## src/rtl/wb_stage.sv

```systemverilog
// -----------------------------------------------------------------------------
// wb_stage
//
// Write-back stage of the five-stage pipeline. Registers the MEM-stage result,
// selects ALU result or load data, and drives the decode-stage register-file
// write port (also used as the forwarding source by the hazard logic). Once a
// HALT retires, all architectural writes are frozen until reset.
//
// Optional feature macro: WB_RETIRE_CNT_EN
//   When defined, a saturating 32-bit retired-instruction counter is exposed
//   on retire_cnt. When undefined, the port and counter do not exist.
//
// Ports:
//   clk               in   single clock, rising-edge
//   reset             in   synchronous, active-high
//   valid_f_mem       in   MEM stage holds a real instruction (0 = bubble)
//   opcode_f_mem      in   6-bit opcode
//   alu_result_f_mem  in   EX/ALU result
//   mem_data_f_mem    in   load data
//   rd_add_f_mem      in   destination register
//   mem_to_reg_f_mem  in   instruction writes a register
//   mem_read_f_mem    in   instruction is a load (selects mem data)
//   w_2_id            out  register-file write enable
//   addr_2_id         out  register-file write address
//   write_data_2_id   out  register-file write data
//   halted            out  HALT has retired
//   retire_cnt        out  retired-instruction count (WB_RETIRE_CNT_EN only)
//
// States:
//   ST_RUN    | normal operation, writes allowed
//   ST_HALTED | HALT retired; writes blocked until reset
// -----------------------------------------------------------------------------
module wb_stage #(
    parameter int D_SIZE        = 32,
    parameter int ADDR_LINE_REG = 5
) (
    input  logic                     clk,
    input  logic                     reset,
    input  logic                     valid_f_mem,
    input  logic [5:0]               opcode_f_mem,
    input  logic [D_SIZE-1:0]        alu_result_f_mem,
    input  logic [D_SIZE-1:0]        mem_data_f_mem,
    input  logic [ADDR_LINE_REG-1:0] rd_add_f_mem,
    input  logic                     mem_to_reg_f_mem,
    input  logic                     mem_read_f_mem,
    output logic                     w_2_id,
    output logic [ADDR_LINE_REG-1:0] addr_2_id,
    output logic [D_SIZE-1:0]        write_data_2_id,
    output logic                     halted
`ifdef WB_RETIRE_CNT_EN
    ,
    output logic [31:0]              retire_cnt
`endif
);

    localparam logic [5:0] OP_HALT = 6'b010001;
    localparam logic [5:0] OP_NOP  = 6'b111111;

    typedef enum logic {
        ST_RUN    = 1'b0,
        ST_HALTED = 1'b1
    } state_t;

    state_t state_q;
    state_t state_d;

    // Stage register
    logic                     valid_q;
    logic [5:0]               opcode_q;
    logic [D_SIZE-1:0]        alu_q;
    logic [D_SIZE-1:0]        mem_q;
    logic [ADDR_LINE_REG-1:0] rd_q;
    logic                     m2r_q;
    logic                     mrd_q;

    logic is_halt;

    always_ff @(posedge clk) begin
        if (reset) begin
            valid_q  <= 1'b0;
            opcode_q <= '0;
            alu_q    <= '0;
            mem_q    <= '0;
            rd_q     <= '0;
            m2r_q    <= 1'b0;
            mrd_q    <= 1'b0;
        end else begin
            valid_q  <= valid_f_mem;
            opcode_q <= opcode_f_mem;
            alu_q    <= alu_result_f_mem;
            mem_q    <= mem_data_f_mem;
            rd_q     <= rd_add_f_mem;
            m2r_q    <= mem_to_reg_f_mem;
            mrd_q    <= mem_read_f_mem;
        end
    end

    assign is_halt = valid_q && (opcode_q == OP_HALT);

    // State register; reset wins even over a HALT captured on this edge.
    always_ff @(posedge clk) begin
        if (reset) begin
            state_q <= ST_RUN;
        end else begin
            state_q <= state_d;
        end
    end

    always_comb begin
        state_d         = state_q;
        w_2_id          = 1'b0;
        halted          = 1'b0;
        addr_2_id       = rd_q;
        write_data_2_id = mrd_q ? mem_q : alu_q;
        case (state_q)
            ST_RUN: begin
                // r0 writes are dropped here rather than relying on decode.
                w_2_id = valid_q && m2r_q && (rd_q != '0) && (opcode_q != OP_HALT);
                if (is_halt) begin
                    state_d = ST_HALTED;
                end
            end
            ST_HALTED: begin
                halted = 1'b1;
            end
            default: begin
                state_d = ST_RUN;
            end
        endcase
    end

`ifdef WB_RETIRE_CNT_EN
    // Counts the instruction held in the stage register as it retires; the
    // HALT itself counts because it is still evaluated in ST_RUN.
    always_ff @(posedge clk) begin
        if (reset) begin
            retire_cnt <= '0;
        end else if (valid_q && (state_q == ST_RUN) && (opcode_q != OP_NOP)
                     && (retire_cnt != 32'hFFFF_FFFF)) begin
            retire_cnt <= retire_cnt + 32'd1;
        end
    end
`endif

endmodule
```

## config.mk

```make
export PLATFORM = sky130hd
export DESIGN_NAME = wb_stage
export DESIGN_NICKNAME = d
export VERILOG_FILES = /design/src/rtl/wb_stage.sv
export SDC_FILE = /design/constraint.sdc
export NUM_CORES = 1
export LEC_CHECK = 0
export ABC_AREA = 1
export CAP_MARGIN = 20
export CORE_MARGIN = 8
export CORE_UTILIZATION = 40
export DETAILED_ROUTE_END_ITERATION = 16
export HOLD_SLACK_MARGIN = 0.08
export PLACE_DENSITY_LB_ADDON = 0.25
export RECOVER_POWER = 100
export REMOVE_ABC_BUFFERS = 1
export SLEW_MARGIN = 20
export SYNTH_ARGS = -nofsm -noshare
export SYNTH_HDL_FRONTEND = slang
export SYNTH_SLANG_ARGS = --single-unit
```

## constraint.sdc

```tcl
create_clock -name clk -period 1.7 [get_ports clk]
set_input_delay 0.17 -clock clk [delete_from_list [all_inputs] [get_ports clk]]
set_output_delay 0.17 -clock clk [all_outputs]
set_load 0.01 [all_outputs]
```

==> results of run 1 <==
-- worst max-delay path, cell delays in order (launching register included) --
cell	delay, ns
dfxtp_4	0.43
clkbuf_16	0.19
mux2_4	0.29
clkdlybuf4s15_1	0.23
-- final cells by class --
class | count | area, sq um
fill | 584 | 2516
inverter | 83 | 311.5
multi-input combinational | 122 | 818.3
timing repair buffer | 131 | 1241
clock inverter | 3 | 90.09
clock buffer | 13 | 148.9
tap | 96 | 120.1
sequential | 79 | 1585
-- where the power goes --
group / total [mW] / switching [mW] / internal [mW] / leakage, nW
logic: 0.566 / 0.200 / 0.366 / 1.43
clock network: 1.63 / 0.608 / 1.02 / 0.118
registers: 1.98 / 0.0316 / 1.95 / 0.659
-- logic make-up after synthesis --
group                  after synthesis  share of synthesized area
multiplexers                        32                     0.1669
buffers and inverters               96                     0.1532
flip-flops                          79                     0.5581
AO/OA/AOI/OAI                        2                   0.003532
AND/OR/NAND/NOR                     88                     0.1183
-- layer usage --
layer	GRT usage	wire (um)
met3	0.06574	644
met5	0	0
met2	0.2108	2985
met1	0.1397	2827
met4	0.06279	91
-- metrics by stage --
| step | setup TNS [ns] | total power, mW |
|---|---|---|
| 2_1_floorplan | -6.276 | 2.234 |
| 3_3_place_gp | 0 | 2.588 |
| 3_5_place_dp | 0 | 2.602 |
| 4_1_cts | -0.8041 | 4.217 |
| 5_1_grt | -0.06036 | 4.354 |
| 6_report | 0 | 4.172 |
-- registers in the layout, summed over array words and instances, names as in the netlist --
signal / count
alu_q: 32
mem_q: 32
opcode_q: 6
addr_2_id: 5
m2r_q: 1
mrd_q: 1
state_q: 1
valid_q: 1
-- cells in the mapped netlist, drive strengths merged --
library cell  instances
dfxtp                79
buf                  13
nand3                 1
and3                  1
mux2                 32
inv                  83
a21oi                 2
nor3                  1
nand2                 4
nor2                 81
-- worst paths after layout --
path / slack [ns] / endpoint / depth (start not counted) / from
hold reg to reg: 0.48 / state_q / 2 / valid_q
setup reg to reg: 0.88 / state_q / 5 / opcode_q[1]
setup / recovery: 0.05 / write_data_2_id[12] / 3 / mrd_q
hold / removal: 0.34 / addr_2_id[1] / 3 / rd_add_f_mem[1]
-- repair_timing --
| action | 4_1_cts | 5_1_grt |
|---|---|---|
| gates resized for setup | 61 | 43 |
| cloned | 2 | 1 |
| hold buffers | 0 | 0 |
| endpoints found under the setup margin | 33 | 21 |
| setup buffers | 2 | 5 |
==> summary.txt, run 1 <==
Failing checks = capacitance limit, slew limit
Core Box Area = 0.006832 sq mm
Commonest non-fill, non-tap cell in the layout = inv_1
Total of max-cap violations = 1
Post-route cell area = 0.004315 sq mm
Synth area leader = dfxtp_1
Routed length per placed instance = 12.43 um
Worst-Margin Slew = 1.511 ns
Vias in the first global route = 2130
Largest net degree at the start of global routing = 80
Total Routing Usage GR = 0.1310
CP arrival = 1.48 ns
Final period utilization = 0.9709
Rows = 30
Port buffer count = 118
CP Launch Type = flop
YS warnings = 0
CTS buffer count = 9
Overflow after GRT = 0
Drt total wl = 6.549 mm
Die ar. = 0.01003 sq mm
Placed Area = 0.004056 sq mm
Top post-synthesis cells by area = dfxtp_1, mux2_4, inv_1
Syn_area_per_cell = 9.542 sq um
Share of cells above drive strength 1 = 0.1972
Crit end category = output port
Worst Skew = 0.0008813 ns
Die Y = 100.2 um
Routed Antenna Nets = 0
Crit path max fanout = 7
Synth Instances = 297
Initial antenna violation count = 0
Final HPWL DP = 4.460 mm
Worst hold slack = 0.3367 ns
Hold/Removal Path Class = in2reg
Ports = 119
Clk slew on worst S/H paths = 0.08 ns
Inst Count DP = 501
Final setup fails = 0
Nets = 506
Antenna Cells = 0
GP Congestion = 0.7111
Worst EP required = 1.53 ns
Post-layout util = 0.6317
DRC Markers = 0
Hold Fails Final Rpt = 0
Starting Density = 0.4148
Finished Layout Cells = 527
Worst vdd ir = 0.5851 mV
CTS Root Cell = clkbuf_8
#FFs+latches synth = 79
Min Tclk post-route = 1.651 ns
CP Class = reg2out
Clk buf depth = 2
CTS tree = yes
First-pass GRT wire length = 10.17 mm
Yosys cell types = 13
Die Wd = 100.2 um
Via count = 2114
Drt first pass iters = 4
Most frequent cells in the layout = inv_1, nor2_1, dfxtp_1, clkdlybuf4s50_1, mux2_4
Clk Latency, worst-skew pair = 0.33 ns
Avg Vias per Cell = 4.011
Max Slew Vio Count = 80
Outcome = finished, violations left
Area Growth Syn to Fin = 52.27%
1st-iter DRT viols = 24
Sequential fraction of the synthesis area = 0.5581
Post-Syn Area = 0.002834 sq mm
Final WS setup = 0.04940 ns
Clock Sinks = 79
Leakage power = 2.204 nW
Worst slew margin = -0.007254
PwrDens = 966.9 mW/mm^2
Yosys top cell area share = 0.5581
CTS H-Tree Depth = 3
FMAX = 605.8 MHz
Unrepaired setup endpoints after global routing = true
Pre-CTS WS = 0.1211 ns
Note: power is estimated with default switching activity, not from simulation.
==> run 2: changes to the inputs <==
--- a/config.mk
+++ b/config.mk
@@ -7,6 +7,7 @@
 export LEC_CHECK = 0
 export ABC_AREA = 1
 export CAP_MARGIN = 20
+export CORE_ASPECT_RATIO = 1.75
 export CORE_MARGIN = 8
 export CORE_UTILIZATION = 40
 export DETAILED_ROUTE_END_ITERATION = 16
==> summary.txt, run 2 (synthesis gave the netlist of run 1 again) <==
Worst hold slack = 0.3592 ns (was 0.3367 ns)
Final HPWL DP = 4.759 mm (was 4.460 mm)
CP top delay family = buffers and inverters (was flip-flops)
Commonest non-fill, non-tap cell in the layout = inv_1 (unchanged)
CTS buffer count = 9 (unchanged)
Flop pwr share = 0.472 (was 0.475)
Antenna Cells = 0 (unchanged)
Core Box Area = 0.006857 sq mm (was 0.006832 sq mm)
First-pass GRT wire length = 9.942 mm (was 10.17 mm)
Hold/Removal Path Class = in2reg (unchanged)
Clock Sinks = 79 (unchanged)
Count of hold-fix buffers inserted at cts = 0 (unchanged)
Pre-CTS WS = 0.1489 ns (was 0.1211 ns)
Post-layout util = 0.6318 (was 0.6317)
Final WS setup = 0.04111 ns (was 0.04940 ns)
Max Slew Vio Count = 0 (was 80)
Port buffer count = 118 (unchanged)
Power Internal = 3.330 mW (was 3.332 mW)
Routed length per placed instance = 12.53 um (was 12.43 um)
CTS tree = yes (unchanged)
Area of the multi-input gates = 818.3 sq um (unchanged)
Outcome = complete, no violations (was finished, violations left)
CP Class = reg2out (unchanged)
PwrDens = 969.1 mW/mm^2 (was 966.9 mW/mm^2)
Worst vdd ir = 0.7639 mV (was 0.5851 mV)
CP arrival = 1.49 ns (was 1.48 ns)
Wire length on met3 = 453 um (was 644 um)
Final setup fails = 0 (unchanged)
Setup TNS Final = 0 ns (unchanged)
Drt first pass iters = 4 (unchanged)
Share of cells above drive strength 1 = 0.1253 (was 0.1972)
Largest net degree at the start of global routing = 80 (unchanged)
Worst path bufs/invs = 2 (unchanged)
Nets = 499 (was 506)
M1 wire length = 2.195 mm (was 2.827 mm)
Crit path max fanout = 8 (was 7)
FMAX = 602.8 MHz (was 605.8 MHz)
Clk buf depth = 2 (unchanged)
CTS Root Cell = clkbuf_16 (was clkbuf_8)
Hold_sp = mem_data_f_mem[16] (was rd_add_f_mem[1])
Rows = 40 (was 30)
Crit end category = output port (unchanged)
GP Congestion = 0.7573 (was 0.7111)
Worst EP required = 1.53 ns (about the same)
Biggest regs = alu_q x32, mem_q x32, opcode_q x6 (unchanged)
Register Area = 0.001585 sq mm (unchanged)
Final period utilization = 0.9758 (was 0.9709)
Die ar. = 0.01014 sq mm (was 0.01003 sq mm)
Worst Skew = 0.001230 ns (was 0.0008813 ns)
Clk Latency, worst-skew pair = 0.32 ns (was 0.33 ns)
Uppermost layer routed = met4 (unchanged)
Fill count = 572 (was 584)
Worst Setup SP = mrd_q (unchanged)
Worst slew margin = 0.009649 (was -0.007254)
Comb pwr share = 0.131 (was 0.136)
Vias in the first global route = 2181 (was 2130)
CP max stage cell = dfxtp_4 (unchanged)
Leakage power = 2.210 nW (was 2.204 nW)
Routed Antenna Nets = 0 (unchanged)
Switching share of power = 0.2066 (was 0.2014)
Sw power = 0.8672 mW (was 0.8401 mW)
Clk slew on worst S/H paths = 0.05 ns (was 0.08 ns)
Total Routing Usage GR = 0.1279 (was 0.1310)
Reg-to-reg slack, setup = 0.90 ns (was 0.88 ns)
Slowest stage delay, CP = 0.42 ns (was 0.43 ns)
Starting Density = 0.4133 (was 0.4148)
Initial antenna violation count = 0 (unchanged)
Overflow after GRT = 0 (unchanged)
Via count = 2105 (was 2114)
Crit-path cells = buf_12 -> mux2_4 -> dlygate4sd2_1 (was clkbuf_16 -> mux2_4 -> clkdlybuf4s15_1)
Area Growth Syn to Fin = 52.85% (was 52.27%)
DRC Markers = 0 (unchanged)
Most frequent cells in the layout = inv_1, nor2_1, dfxtp_1, clkdlybuf4s50_1, mux2_4 (unchanged)
Hold Fails Final Rpt = 0 (unchanged)
Worst-Margin Slew = 1.486 ns (was 1.511 ns)
1st-iter DRT viols = 111 (was 24)
Min Tclk post-route = 1.659 ns (was 1.651 ns)
Avg Vias per Cell = 4.152 (was 4.011)
Die Wd = 79.63 um (was 100.2 um)
Drt total wl = 6.352 mm (was 6.549 mm)
CTS H-Tree Depth = 3 (unchanged)
CP Launch Type = flop (unchanged)
Die Y = 127.4 um (was 100.2 um)
Clock power frac = 0.396 (was 0.390)
Total power = 4.198 mW (was 4.172 mW)
Total of max-cap violations = 0 (was 1)
Ports = 119 (unchanged)
Worst reg2reg startpoint = opcode_q[1] (unchanged)
Metal2 WL = 3.556 mm (was 2.985 mm)
## run 2: cell count changes in the layout (fill, tap and decap cells not counted), moves of 5 or more
cell,before,now
dlygate4sd2_1,1,20
clkbuf_2,19,1
clkbuf_16,1,10
clkbuf_8,10,1
buf_2,7,2
## run 2: path summary, 6_finish.rpt
path	end	depth (start not counted)
min	mem_q[16]	3
max	write_data_2_id[28]	3
min reg2reg	state_q	2
max reg2reg	state_q	5
## run 2: tightest hold or removal path: stages
cell	delay, ns
clkdlybuf4s50_1	0.39
inv_1	0.05
nor2_1	0.03
## run 2: per-layer routing
metal,up-vias,global-route usage
met3,10,0.04354
met4,0,0.07574
met2,66,0.2372
met1,944,0.1127
met5,-,0
li1,1085,-
## run 2: power by group through the flow
stage          sequential (mW)  clock, mW  combinational [mW]
6_report                  1.98       1.66               0.551
5_1_grt                   1.99       1.82               0.599
4_1_cts                   1.98       1.71               0.557
3_5_place_dp              2.02          0               0.586
3_3_place_gp              2.02          0               0.579
2_1_floorplan             2.03          0               0.204
## run 2: cell type report
class / instances / area share
Clock buffer: 14 / 0.05864
Clock inverter: 1 / 0.001155
Inverter: 83 / 0.07192
Multi-Input combinational cell: 122 / 0.1889
Sequential cell: 79 / 0.3660
Tap cell: 84 / 0.02426
Timing Repair Buffer: 124 / 0.2891
## run 2: timing repair
action	in CTS	in global routing
endpoints found under the setup margin	33	15
buffers inserted	1	0
gates resized for setup	40	11
cloned	1	1
## run 2: per-stage QoR
step,instance area (sq um),cells
after floorplan,2711,284
after global placement,4054,489
after detailed placement,4054,489
after CTS,4308,506
after global routing,4332,507
final,4332,507
==> run 3: changes to the inputs <==
==> constraint.sdc (replaced) <==
create_clock -name clk -period 2.1 [get_ports clk]
set_input_delay 0.21 -clock clk [delete_from_list [all_inputs] [get_ports clk]]
set_output_delay 0.21 -clock clk [all_outputs]
set_load 0.01 [all_outputs]
==> summary.txt, run 3 (synthesis gave the netlist of run 1 again) <==
CTS H-Tree Depth = 3 (unchanged)
# Post-CTS Setup Buffers = 0 (was 1)
Resize count post-CTS = 0 (was 40)
Clock Sinks = 79 (unchanged)
Overflow after GRT = 0 (unchanged)
CTS tree = yes (unchanged)
Worst vdd ir = 0.5793 mV (was 0.7639 mV)
Outcome = complete, no violations (unchanged)
Worst r2r path cells = 5 (unchanged)
Total Routing Usage GR = 0.1257 (was 0.1279)
Register Area = 0.001583 sq mm (was 0.001585 sq mm)
Clk buf depth = 2 (unchanged)
Area of the multi-input gates = 818.3 sq um (unchanged)
Hold Path Depth = 3 (unchanged)
FMAX = 498.6 MHz
Hold_sp = alu_result_f_mem[12] (was mem_data_f_mem[16])
CTS Root Cell = clkbuf_16 (unchanged)
Initial antenna violation count = 0 (unchanged)
1st-iter DRT viols = 88 (was 111)
Crit path max fanout = 7 (was 8)
Most frequent cells in the layout = clkdlybuf4s50_1, inv_1, nor2_1, dfxtp_1, mux2_4 (was inv_1, nor2_1, dfxtp_1, clkdlybuf4s50_1, mux2_4)
Max Slew Vio Count = 0 (unchanged)
Core Box Area = 0.006857 sq mm (unchanged)
Area Growth Syn to Fin = 53.16% (was 52.85%)
Worst Skew = 0.0007400 ns (was 0.001230 ns)
Nets = 496 (was 499)
Final setup fails = 0 (unchanged)
Count of hold-fix buffers inserted at cts = 0 (unchanged)
Worst hold slack = 0.3954 ns (was 0.3592 ns)
Antenna Cells = 0 (unchanged)
CTS buffer count = 9 (unchanged)
Reg-to-reg slack, setup = 1.27 ns (was 0.90 ns)
Ports = 119 (unchanged)
PwrDens = 841.3 mW/mm^2 (was 969.1 mW/mm^2)
Largest net degree at the start of global routing = 80 (unchanged)
Worst EP required = 1.89 ns (was 1.53 ns)
Fill count = 563 (was 572)
Total of max-cap violations = 0 (unchanged)
Rows = 40 (unchanged)
Via count = 2091 (was 2105)
Worst r2r dst = state_q (unchanged)
Die Wd = 79.63 um (unchanged)
Setup TNS Final = 0 ns (unchanged)
Final HPWL DP = 4.785 mm (was 4.759 mm)
Final WS setup = 0.09422 ns (was 0.04111 ns)
Starting Density = 0.4133 (unchanged)
Biggest regs = alu_q x32, mem_q x32, opcode_q x6 (unchanged)
Leakage power = 2.135 nW (was 2.210 nW)
Routed length per placed instance = 12.26 um (was 12.53 um)
First-pass GRT wire length = 9.729 mm (was 9.942 mm)
Clk Latency, worst-skew pair = 0.33 ns (was 0.32 ns)
CP max stage cell = dlygate4sd3_1 (was dfxtp_4)
Worst-Margin Slew = 1.489 ns (was 1.486 ns)
GP Congestion = 0.7630 (was 0.7573)
Vias in the first global route = 2148 (was 2181)
CP arrival = 1.80 ns (was 1.49 ns)
Crit end category = output port (unchanged)
Hold Fails Final Rpt = 0 (unchanged)
Routed Antenna Nets = 0 (unchanged)
Final period utilization = 0.9551
Drt first pass iters = 2 (was 4)
Pre-CTS WS = 0.4749 ns (was 0.1489 ns)
Crit-path cells = buf_4 -> mux2_4 -> dlygate4sd3_1 (was buf_12 -> mux2_4 -> dlygate4sd2_1)
Commonest non-fill, non-tap cell in the layout = clkdlybuf4s50_1 (was inv_1)
DRC Markers = 0 (unchanged)
Share of cells above drive strength 1 = 0.1235 (was 0.1253)
Unrepaired setup endpoints after global routing = false
Slowest stage delay, CP = 0.62 ns (was 0.42 ns)
Hold/Removal Path Class = in2reg (unchanged)
Port buffer count = 118 (unchanged)
Clk slew on worst S/H paths = 0.06 ns (was 0.05 ns)
Worst slew margin = 0.007283 (was 0.009649)
Min Tclk post-route = 2.006 ns
Avg Vias per Cell = 4.141 (was 4.152)
Die ar. = 0.01014 sq mm (unchanged)
Drt total wl = 6.191 mm (was 6.352 mm)
Die Y = 127.4 um (unchanged)
Hold endpoint = alu_q[12] (was mem_q[16])
CP Launch Type = flop (unchanged)
Worst reg2reg startpoint = opcode_q[1] (unchanged)
CP Class = reg2out (unchanged)
run 3: cell types whose count changed in the layout (fill, tap and decap cells not counted), moves of 2 or more:
cell,previous run,this run
dlygate4sd2_1,20,0
bufinv_16,0,2
clkbuf_1,4,1
clkdlybuf4s50_1,78,106
dlygate4sd3_1,6,11
clkdlybuf4s15_1,11,0
clkinvlp_4,0,2
run 3: power by group:
part	switching (mW)	total, mW	internal (mW)
registers	0.0218	1.60	1.58
clock network	0.555	1.59	1.03
logic	0.155	0.460	0.305
run 3: final cells by class:
type                            count  area share
Clock buffer                       10     0.05275
Sequential cell                    79      0.3647
Inverter                           83     0.07178
Clock inverter                      6     0.01960
Timing Repair Buffer              121      0.2785
Tap cell                           84     0.02421
Multi-Input combinational cell    122      0.1885
run 3: stage by stage:
stage	util	instance area, sq um	instances	power [mW]
floorplan	-	2711	284	1.808
global placement	0.5894	4041	489	2.096
detailed placement	0.5894	4041	489	2.108
CTS	0.6352	4355	505	3.707
global route	0.6330	4340	505	3.806
finish	0.6330	4340	505	3.652
run 3: worst max-delay path by stage:
stage / slack [ns] / to / depth (start not counted) / start
after floorplan: 0.08 / write_data_2_id[27] / 1 / mrd_q
after global placement: 0.49 / write_data_2_id[27] / 3 / mrd_q
after detailed placement: 0.47 / write_data_2_id[27] / 3 / mrd_q
after CTS: 0.12 / write_data_2_id[27] / 3 / mrd_q
after global routing: 0.05 / write_data_2_id[14] / 3 / mrd_q
final: 0.09 / write_data_2_id[14] / 3 / mrd_q
run 3: per-layer routing:
layer,share of wire,global-route usage
met1,0.34,0.1038
met3,0.077,0.05548
met2,0.56,0.2334
met5,0,0
met4,0.019,0.07245
run 3: worst max-delay path, delay by kind of cell, from the launching register on:
| kind | cells | cell delay [ns] |
|---|---|---|
| buf+inv | 2 | 0.82 |
| mux | 1 | 0.31 |
| flops | 1 | 0.34 |
